===== src/rtl/apb_arb_pkg.sv =====
`default_nettype none
// ============================================================================
// Module      : apb_arb_pkg
// Description : Shared FSM state type and default widths for the APB
//               request arbiter.
// Revision    : 1.0 - initial release
// ============================================================================
package apb_arb_pkg;

    typedef enum logic [1:0] {
        IDLE   = 2'd0,
        SETUP  = 2'd1,
        ACCESS = 2'd2
    } apb_state_e;

    localparam int c_DEF_NUM_REQ        = 4;
    localparam int c_DEF_PADDR_WIDTH    = 32;
    localparam int c_DEF_PWDATA_WIDTH   = 32;
    localparam int c_DEF_PRDATA_WIDTH   = 32;
    localparam int c_DEF_TIMEOUT_CYCLES = 16;

endpackage
`default_nettype wire


===== src/rtl/apb_rr_arbiter.sv =====
`default_nettype none
// ============================================================================
// Module      : apb_rr_arbiter
// Description : Combinational round-robin pick; search begins at ptr and
//               skips masked requesters. Output is one-hot or zero.
// Revision    : 1.0 - initial release
// ============================================================================
module apb_rr_arbiter
    import apb_arb_pkg::*;
#(
    parameter int NUM_REQ = c_DEF_NUM_REQ,
    parameter int PTR_W   = 2
) (
    input  logic [NUM_REQ-1:0] req,
    input  logic [NUM_REQ-1:0] mask,
    input  logic [PTR_W-1:0]   ptr,
    output logic [NUM_REQ-1:0] gnt
);

    logic [NUM_REQ-1:0] w_elig;
    logic               w_found;
    int                 w_idx;

    assign w_elig = req & ~mask;

    always_comb begin
        gnt     = '0;
        w_found = 1'b0;
        w_idx   = 0;
        for (int off = 0; off < NUM_REQ; off++) begin
            w_idx = int'(ptr) + off;
            if (w_idx >= NUM_REQ) begin
                w_idx = w_idx - NUM_REQ;
            end
            if (!w_found && w_elig[w_idx]) begin
                gnt[w_idx] = 1'b1;
                w_found    = 1'b1;
            end
        end
    end

endmodule
`default_nettype wire


===== src/rtl/apb_req_arbiter.sv =====
`default_nettype none
// ============================================================================
// Module      : apb_req_arbiter
// Description : Shares one APB master among NUM_REQ requesters, round-robin.
//               Define APB_ARB_TIMEOUT_EN to bound ACCESS wait states.
// Revision    : 1.0 - initial release
// ============================================================================
module apb_req_arbiter
    import apb_arb_pkg::*;
#(
    parameter int NUM_REQ        = c_DEF_NUM_REQ,
    parameter int PADDR_WIDTH    = c_DEF_PADDR_WIDTH,
    parameter int PWDATA_WIDTH   = c_DEF_PWDATA_WIDTH,
    parameter int PRDATA_WIDTH   = c_DEF_PRDATA_WIDTH,
    parameter int TIMEOUT_CYCLES = c_DEF_TIMEOUT_CYCLES
) (
    input  logic                            pclock,
    input  logic                            preset,
    input  logic [NUM_REQ-1:0]              req,
    input  logic [NUM_REQ*PADDR_WIDTH-1:0]  req_addr,
    input  logic [NUM_REQ-1:0]              req_wr,
    input  logic [NUM_REQ*PWDATA_WIDTH-1:0] req_wdata,
    output logic [NUM_REQ-1:0]              gnt,
    output logic [NUM_REQ-1:0]              done,
    output logic [PRDATA_WIDTH-1:0]         rsp_rdata,
    output logic                            rsp_err,
    output logic [PADDR_WIDTH-1:0]          paddr,
    output logic                            prwd,
    output logic [PWDATA_WIDTH-1:0]         pwdata,
    output logic                            psel,
    output logic                            penable,
    input  logic [PRDATA_WIDTH-1:0]         prdata,
    input  logic                            pslverr,
    input  logic                            pready
);

    localparam int c_PTR_W = (NUM_REQ > 1) ? $clog2(NUM_REQ) : 1;

    apb_state_e r_state;
    apb_state_e w_state_nxt;

    logic [NUM_REQ-1:0]      r_gnt;
    logic [NUM_REQ-1:0]      r_done;
    logic [NUM_REQ-1:0]      w_pick;
    logic [NUM_REQ-1:0]      w_mask;
    logic [c_PTR_W-1:0]      r_ptr;
    logic [c_PTR_W-1:0]      w_start;
    logic [c_PTR_W-1:0]      w_owner_idx;
    logic [c_PTR_W-1:0]      w_pick_idx;
    logic                    w_complete;
    logic                    w_timeout;
    logic                    w_load;
    logic [PADDR_WIDTH-1:0]  r_addr;
    logic [PWDATA_WIDTH-1:0] r_wdata;
    logic                    r_wr;
    logic [PRDATA_WIDTH-1:0] r_rdata;
    logic                    r_err;

    logic [PADDR_WIDTH-1:0]  w_addr_arr  [NUM_REQ];
    logic [PWDATA_WIDTH-1:0] w_wdata_arr [NUM_REQ];

    for (genvar g = 0; g < NUM_REQ; g++) begin : g_unpack
        assign w_addr_arr[g]  = req_addr[g*PADDR_WIDTH +: PADDR_WIDTH];
        assign w_wdata_arr[g] = req_wdata[g*PWDATA_WIDTH +: PWDATA_WIDTH];
    end

`ifdef APB_ARB_TIMEOUT_EN
    localparam int c_TO_W = $clog2(TIMEOUT_CYCLES + 1);

    logic [c_TO_W-1:0] r_to_cnt;

    // Counter sits at zero outside ACCESS, so every ACCESS entry starts fresh.
    always_ff @(posedge pclock) begin
        if (preset || (r_state != ACCESS)) begin
            r_to_cnt <= '0;
        end else if (!pready) begin
            r_to_cnt <= r_to_cnt + c_TO_W'(1);
        end
    end

    assign w_timeout = (r_state == ACCESS) && !pready &&
                       (r_to_cnt == c_TO_W'(TIMEOUT_CYCLES - 1));
`else
    assign w_timeout = 1'b0;
`endif

    assign w_complete = (r_state == ACCESS) && (pready || w_timeout);

    always_comb begin
        w_owner_idx = '0;
        w_pick_idx  = '0;
        for (int i = 0; i < NUM_REQ; i++) begin
            if (r_gnt[i]) begin
                w_owner_idx = c_PTR_W'(i);
            end
            if (w_pick[i]) begin
                w_pick_idx = c_PTR_W'(i);
            end
        end
    end

    // The finishing owner (or the one just pulsed done) must not win again
    // while its req is still visible, otherwise it would get a duplicate.
    always_comb begin
        w_start = r_ptr;
        w_mask  = r_done;
        if (w_complete) begin
            w_mask  = r_gnt;
            w_start = (w_owner_idx == c_PTR_W'(NUM_REQ - 1)) ? '0
                    : (w_owner_idx + c_PTR_W'(1));
        end
    end

    apb_rr_arbiter #(
        .NUM_REQ (NUM_REQ),
        .PTR_W   (c_PTR_W)
    ) u_rr (
        .req  (req),
        .mask (w_mask),
        .ptr  (w_start),
        .gnt  (w_pick)
    );

    assign w_load = ((r_state == IDLE) || w_complete) && (|w_pick);

    always_ff @(posedge pclock) begin
        if (preset) begin
            r_state <= IDLE;
        end else begin
            r_state <= w_state_nxt;
        end
    end

    always_comb begin
        w_state_nxt = r_state;
        case (r_state)
            IDLE: begin
                if (|w_pick) begin
                    w_state_nxt = SETUP;
                end
            end
            SETUP: begin
                w_state_nxt = ACCESS;
            end
            ACCESS: begin
                if (w_complete) begin
                    w_state_nxt = (|w_pick) ? SETUP : IDLE;
                end
            end
            default: begin
                w_state_nxt = IDLE;
            end
        endcase
    end

    always_ff @(posedge pclock) begin
        if (preset) begin
            r_gnt   <= '0;
            r_done  <= '0;
            r_ptr   <= '0;
            r_addr  <= '0;
            r_wdata <= '0;
            r_wr    <= 1'b0;
            r_rdata <= '0;
            r_err   <= 1'b0;
        end else begin
            r_done  <= '0;
            r_rdata <= '0;
            r_err   <= 1'b0;
            if (w_complete) begin
                r_done  <= r_gnt;
                r_ptr   <= w_start;
                r_rdata <= (r_wr || !pready) ? '0 : prdata;
                r_err   <= pready ? pslverr : 1'b1;
            end
            if (w_load) begin
                r_gnt   <= w_pick;
                r_addr  <= w_addr_arr[w_pick_idx];
                r_wdata <= w_wdata_arr[w_pick_idx];
                r_wr    <= req_wr[w_pick_idx];
            end else if (w_complete) begin
                r_gnt <= '0;
            end
        end
    end

    assign gnt       = r_gnt;
    assign done      = r_done;
    assign rsp_rdata = r_rdata;
    assign rsp_err   = r_err;
    assign paddr     = r_addr;
    assign pwdata    = r_wdata;
    assign prwd      = r_wr;
    assign psel      = (r_state != IDLE);
    assign penable   = (r_state == ACCESS);

endmodule
`default_nettype wire


===== config.mk =====
export PLATFORM = sky130hd
export DESIGN_NAME = apb_req_arbiter
export DESIGN_NICKNAME = d
export VERILOG_FILES = /design/src/rtl/apb_arb_pkg.sv /design/src/rtl/apb_rr_arbiter.sv /design/src/rtl/apb_req_arbiter.sv
export SDC_FILE = /design/constraint.sdc
export NUM_CORES = 1
export LEC_CHECK = 0
export ABC_AREA = 1
export BUFFER_PORTS_ARGS = -buffer_cell sky130_fd_sc_hd__buf_2
export CAP_MARGIN = 15
export CORE_AREA = 2 2 160 162
export DETAILED_ROUTE_END_ITERATION = 8
export DIE_AREA = 0 0 162 164
export PLACE_DENSITY = 0.66
export SYNTH_ARGS = -nofsm -noshare
export SYNTH_HDL_FRONTEND = slang
export SYNTH_SLANG_ARGS = --single-unit

===== constraint.sdc =====
create_clock -name pclock -period 5.66 [get_ports pclock]
set_input_delay 0.283 -clock pclock [delete_from_list [all_inputs] [get_ports pclock]]
set_output_delay 0.283 -clock pclock [all_outputs]
set_load 0.02 [all_outputs]

==> After elaboration in Yosys (flattened, before gate mapping) <==
Cells that the tools add are included.
{ "classes": {"n_lt_le_gt_ge": 14, "n_eq_ne": 5, "n_mux": 55, "reduce_logical": 22, "add_sub_neg": 8, "n_bitwise": 7} }
{ "op_table": {"columns": ["operator", "n"], "rows": [
  ["32-bit two-way mux", 8],
  ["32-bit binary-select mux with 2-bit select", 2],
  ["32-bit by 1-bit >= comparator with 1-bit output (second input constant)", 4],
  ["32-bit by 4-bit < comparator with 1-bit output (second input constant)", 4],
  ["32-bit by 4-bit >= comparator with 1-bit output (second input constant)", 3],
  ["32-bit by 4-bit subtractor with 32-bit output (second input constant)", 3],
  ["4-bit two-way mux", 7],
  ["1-bit two-way mux", 20],
  ["2-bit two-way mux", 8],
  ["4-bit OR", 3],
  ["1-bit binary-select mux with 2-bit select", 5],
  ["1-bit logical AND", 9],
  ["1-bit demux with 2-bit select", 4],
  ["2-bit by 2-bit adder with 3-bit output (second input constant)", 2],
  ["2-bit case mux with 3 select lines", 1],
  ["4-bit AND", 1],
  ["2-bit == test (second input constant)", 2],
  ["1-bit zero test", 4],
  ["2-bit by 1-bit inequality test with 1-bit output (second input constant)", 2],
  ["4-bit inverter", 1],
  ["2-bit nonzero test", 2],
  ["4-bit OR reduction", 1],
  ["2-bit by 3-bit subtractor with 4-bit output (second input constant)", 1],
  ["2-bit by 1-bit adder with 3-bit output (second input constant)", 1],
  ["12 further kinds", 13]
]} }
{ "word_totals": {"wordCells": 120, "out_inout_bits": 108, "in_bits": 300, "ff_bits": 110} }

==> Logic depth before layout (Yosys ltp) <==
{ "logic_depth": {"word_depth": 28, "mapped_depth": 23} }

==> Hierarchy <==
A second synthesis with hierarchy kept.
{ "unflattened": {"cells_unflattened": 1369, "area_unflattened_um2": 7716.2} }
{ "modules_own_cells": {"columns": ["mod", "seq_area_each_um2", "cells_per_inst", "area_per_inst_um2", "instances"], "rows": [
  ["apb_req_arbiter", 2202.1, 1294, 7284.5, 1],
  ["apb_rr_arbiter", 0.0, 75, 431.7, 1]
]} }

==> Least setup slack after synthesis <==
OpenSTA, ideal clock, no wires.
{ "synth_path": {"path_type": "flip-flop to flip-flop", "start": "reg r_gnt[2] (netlist: gnt[2])", "end": "reg r_wdata[7] (netlist: pwdata[7])", "arrival_time_ps": 2259, "setup_time_ps": 112, "setup_slack_ps": 3289, "stages_incl_launch_ff": 22, "synth_period_minus_slack_ps": 2371, "n_path_buf": 2, "path_cell_list": "dfxtp_1 inv_1 nand2_1 nand2_1 nand2_1 nand2_2 nand2_1 nand2_2 nand2_1 nand2_2 nor2_4 nand3_1 nand3_4 inv_2 nand2_1 buf_2 buf_4 nand2_1 nand2_1 nand2_1 nor2_1 nor2_1"} }
{ "synth_via": {"elab_chain_cells": 27} }
{ "synth_lines": {"columns": ["item", "line", "rtl"], "rows": [
  ["start: declaration", "apb_req_arbiter.sv:42", "logic [NUM_REQ-1:0] r_gnt;"],
  ["start signal: assignment", "apb_req_arbiter.sv:177", "r_gnt <= w_pick;"],
  ["parallel branches: the longest is 19 deep, another holds 32-bit by 4-bit subtractor with 32-bit output", null, null],
  ["4-bit two-way mux (*)", "apb_rr_arbiter.sv:35", "if (!w_found && w_elig[w_idx]) begin"],
  ["1-bit two-way mux", "apb_req_arbiter.sv:96", "if (w_pick[i]) begin"],
  ["2-bit two-way mux (2 in series)", "apb_req_arbiter.sv:96", null],
  ["2-bit inverter with 3-bit output (implied by the code)", "apb_req_arbiter.sv:179", "r_wdata <= w_wdata_arr[w_pick_idx];"],
  ["32-bit binary-select mux with 2-bit select", "apb_req_arbiter.sv:179", null],
  ["32-bit two-way mux (implied by the code) (2 in series)", "apb_req_arbiter.sv:179", null],
  ["end signal: assignment", "apb_req_arbiter.sv:179", null],
  ["end: declaration", "apb_req_arbiter.sv:54", "logic [PWDATA_WIDTH-1:0] r_wdata;"]
]} }
Mark *: on every way between the ends. The select of a mux whose other input is x is not followed.
A chain may end at the register's enable or synchronous reset.

==> Final worst setup path <==
{ "layout_path": {"start": "reg r_state[1]", "end": "reg r_addr[25] (netlist: paddr[25])"} }
{ "layout_via": {"elab_chain_cells": 25} }
{ "layout_lines": {"columns": ["item", "line", "rtl"], "rows": [
  ["start: declaration", "apb_req_arbiter.sv:39", "apb_state_e r_state;"],
  ["start signal: assignment", "apb_req_arbiter.sv:130", "r_state <= w_state_nxt;"],
  ["parallel branches: the longest is 25 deep, another holds 32-bit by 4-bit subtractor with 32-bit output", null, null],
  ["end signal: assignment", "apb_req_arbiter.sv:178", "r_addr <= w_addr_arr[w_pick_idx];"],
  ["end: declaration", "apb_req_arbiter.sv:53", "logic [PADDR_WIDTH-1:0] r_addr;"]
]} }
Parallel ways; which one is timed is not known. The select of a mux whose other input is x is not followed.

==> impl_metrics.env <==
export IMPL_grt_pass1_vias=8293
export IMPL_tritoncts="built"
export IMPL_drt_iter0_drc=378
export IMPL_ys_ff_latch=110
export IMPL_rsz0062_at_grt="false"
export IMPL_chipHeight_um=164
export IMPL_p_per_area_mw_per_mm2=569
export IMPL_synth_cells=1576
export IMPL_path_max_fanout=45
export IMPL_synth_compound_area_share_pct=0.779
export IMPL_portBuffers=407
export IMPL_synth_xor_area_share_pct=0
export IMPL_syn_num_nets=1876
export IMPL_syn_cell_area_mm2=0.00803
export IMPL_synth_cell_type_count=23
export IMPL_via_count=9320
export IMPL_post_drt_wl_per_cell_um=11.6
export IMPL_dieArea_mm2=0.0266
export IMPL_maxCapViolCount=0
export IMPL_viasPerCell=4.10
export IMPL_start_kind="flip-flop"
export IMPL_finalSetupTns_ns=0
export IMPL_first_pass_iters=4
export IMPL_synth_top_family_by_area="simple AND/OR/NAND/NOR gates"
export IMPL_synth_simple_gate_area_share_pct=48.8
export IMPL_clockBufferDepth=2
export IMPL_antenna_found_initial=2
export IMPL_cts_clk_slew_worst_paths_ns=0.09
export IMPL_synthAdderAreaFrac_pct=0
export IMPL_final_nets=2235
export IMPL_ir_worst_vdd_v=0.000278
export IMPL_hold_class="in2reg"
export IMPL_ys_warn_count=0
export IMPL_hold_slack_ns=0.130
export IMPL_hold_buffers=0
export IMPL_tightest_slew_ns=1.00
export IMPL_drc=0
export IMPL_pin_count=408
export IMPL_hpwl_mm=20.4
export IMPL_wl_mm=26.4
export IMPL_yosysSeqAreaShare_pct=27.4
export IMPL_drv_slew=0
export IMPL_final_cells=2271
export IMPL_core_area_mm2=0.0248
export IMPL_area_delta_synth_final_pct=30.1
export IMPL_fill_cells=2837
export IMPL_leakage_nw=7.25
export IMPL_crit_type="reg2reg"
export IMPL_post_cts_buffers=0
export IMPL_drive_gt1_share_pct=24.0
export IMPL_grt_pass1_wl_mm=40.4
export IMPL_synth_area_mux_share_pct=0
export IMPL_finalHoldViolCount=0
export IMPL_setup_viol=0
export IMPL_clockRootBuffer="clkbuf_16"
export IMPL_numCtsBuffers=9
export IMPL_finalCritPeriodShare_pct=72.2
export IMPL_die_x_um=162
export IMPL_rows=58
export IMPL_grt_max_degree=70
export IMPL_critPathArrivalTime_ns=4.34
export IMPL_globalplace_congestion=0.868
export IMPL_htreeDepth=3
export IMPL_grt_overflow=0
export IMPL_clock_latency_ns=0.36
export IMPL_grtUsageTotal_pct=19.2
export IMPL_cts_resized=0
export IMPL_required_ns=5.91
export IMPL_cp_end_kind="flip-flop"
export IMPL_initial_utilization_pct=32.4
export IMPL_status="finished, final reports clean"
export IMPL_fmax_mhz=245
export IMPL_dp_cells=2254
export IMPL_fin_worst_skew_ns=0.0105
export IMPL_ant_nets=0
export IMPL_fin_crit_ns=4.09
export IMPL_cts_sinks=110
export IMPL_synth_avg_cell_area_um2=5.10
export IMPL_relSlewSlack_pct=33.1
worst paths after layout:
path / start / end / slack, ns / cells after the start
hold reg to reg: pwdata[17]$_SDFFE_PP0N_ / pwdata[17]$_SDFFE_PP0N_ / 0.51 / 4
setup reg to reg: r_state[1]$_SDFFE_PP0P_ / paddr[25]$_SDFFE_PP0N_ / 1.57 / 17
setup / recovery: r_state[1]$_SDFFE_PP0P_ / paddr[25]$_SDFFE_PP0N_ / 1.57 / 17
hold / removal: prdata[25] / rsp_rdata[25]$_SDFF_PP0_ / 0.13 / 3
power breakdown:
group          switching (mW)  leakage, nW  internal, mW  total, mW
combinational            2.90         6.20          1.31       4.21
clock                   0.328        0.142         0.312      0.640
sequential              0.108        0.904         0.991       1.10
total                    3.33         7.25          2.62       5.95
layout by cell type (no fill, tap or decap), drive strengths merged:
cell type / instances
nand2: 593
o21ai: 4
nor2: 378
nand3: 30
nor3b: 1
clkbuf: 10
o21a: 1
diode: 1
clkinv: 3
dfxtp: 110
inv: 384
buf: 417
a21oi: 4
nand4: 5
stage by stage:
| step | power, mW | setup slack (ns) | instance area, um2 | utilization, % |
|---|---|---|---|---|
| 6_report | 5.95 | 1.57 | 10500 | 42.1 |
| 3_5_place_dp | 5.39 | 1.55 | 10200 | 40.9 |
| 2_1_floorplan | 4.50 | 3.29 | 8030 | - |
| 5_1_grt | 6.70 | 1.12 | 10400 | 42.1 |
| 3_3_place_gp | 5.34 | 1.71 | 10200 | 40.9 |
| 4_1_cts | 6.05 | 1.54 | 10400 | 42.1 |
registers in the layout (all words and copies together) (netlist names):
name / count
r_ptr: 2
rsp_rdata: 32
gnt: 4
prwd: 1
paddr: 32
pwdata: 32
rsp_err: 1
r_state: 2
done: 4
worst max-delay path, stage by stage (launching register included):
cell     delay [ns]
dfxtp_1        0.50
nand3_4        0.28
o21ai_4        0.31
nand2_1        0.13
nand2_1        0.10
nand2_1        0.07
nand2_2        0.13
nor2_4         0.07
nand3_1        0.13
nand3_4        0.31
buf_4          0.43
nor2_4         0.73
buf_4          0.42
nand2_1        0.09
nand2_1        0.07
nand2_1        0.05
nor2_1         0.08
nor2_1         0.05
Yosys cell counts:
cell      instances  area share [%]
a21oi_1           4            0.25
nor2_1          375              18
nand3_2           2            0.25
clkbuf_1         12            0.56
nor2_2            1           0.078
nand3_1          26             1.6
dfxtp_1         110              27
inv_1           371              17
buf_4            24             2.2
o21ai_0           2            0.12
buf_6             5            0.70
nand3_4           2            0.44
buf_2            28             1.7
nor3b_1           1           0.093
o21ai_4           1            0.20
o21ai_2           1            0.11
nand2_1         583              27
inv_2            10            0.47
nand4_1           5            0.39
nor2_4            2            0.28
o21a_1            1           0.093
nand2_4           1            0.14
nand2_2           9            0.70
cell type report:
type	instances	area, um2	share of cell area [%]
repair buffers	417	2110	20.2
well taps	330	413	3.95
inverters	381	1430	13.7
diodes	1	2.50	0.0239
clock inverters	6	62.6	0.599
clock buffers	10	229	2.19
flip-flops and latches	110	2200	21.1
multi-input cells	1016	4000	38.3
kinds of logic after synthesis:
family,Yosys count
buf+inv,450
flops,110
simple gates,1007
compound gates,9
routing by layer:
metal,GRT usage (%),part of all wire [%],vias to the layer above
met5,0,0.027,-
met4,6.36,2.3,2
met3,3.51,6.2,34
met2,35.3,49,284
met1,22.3,43,3927
li1,-,-,5073
No activity file was read; power rests on OpenSTA's default activity.
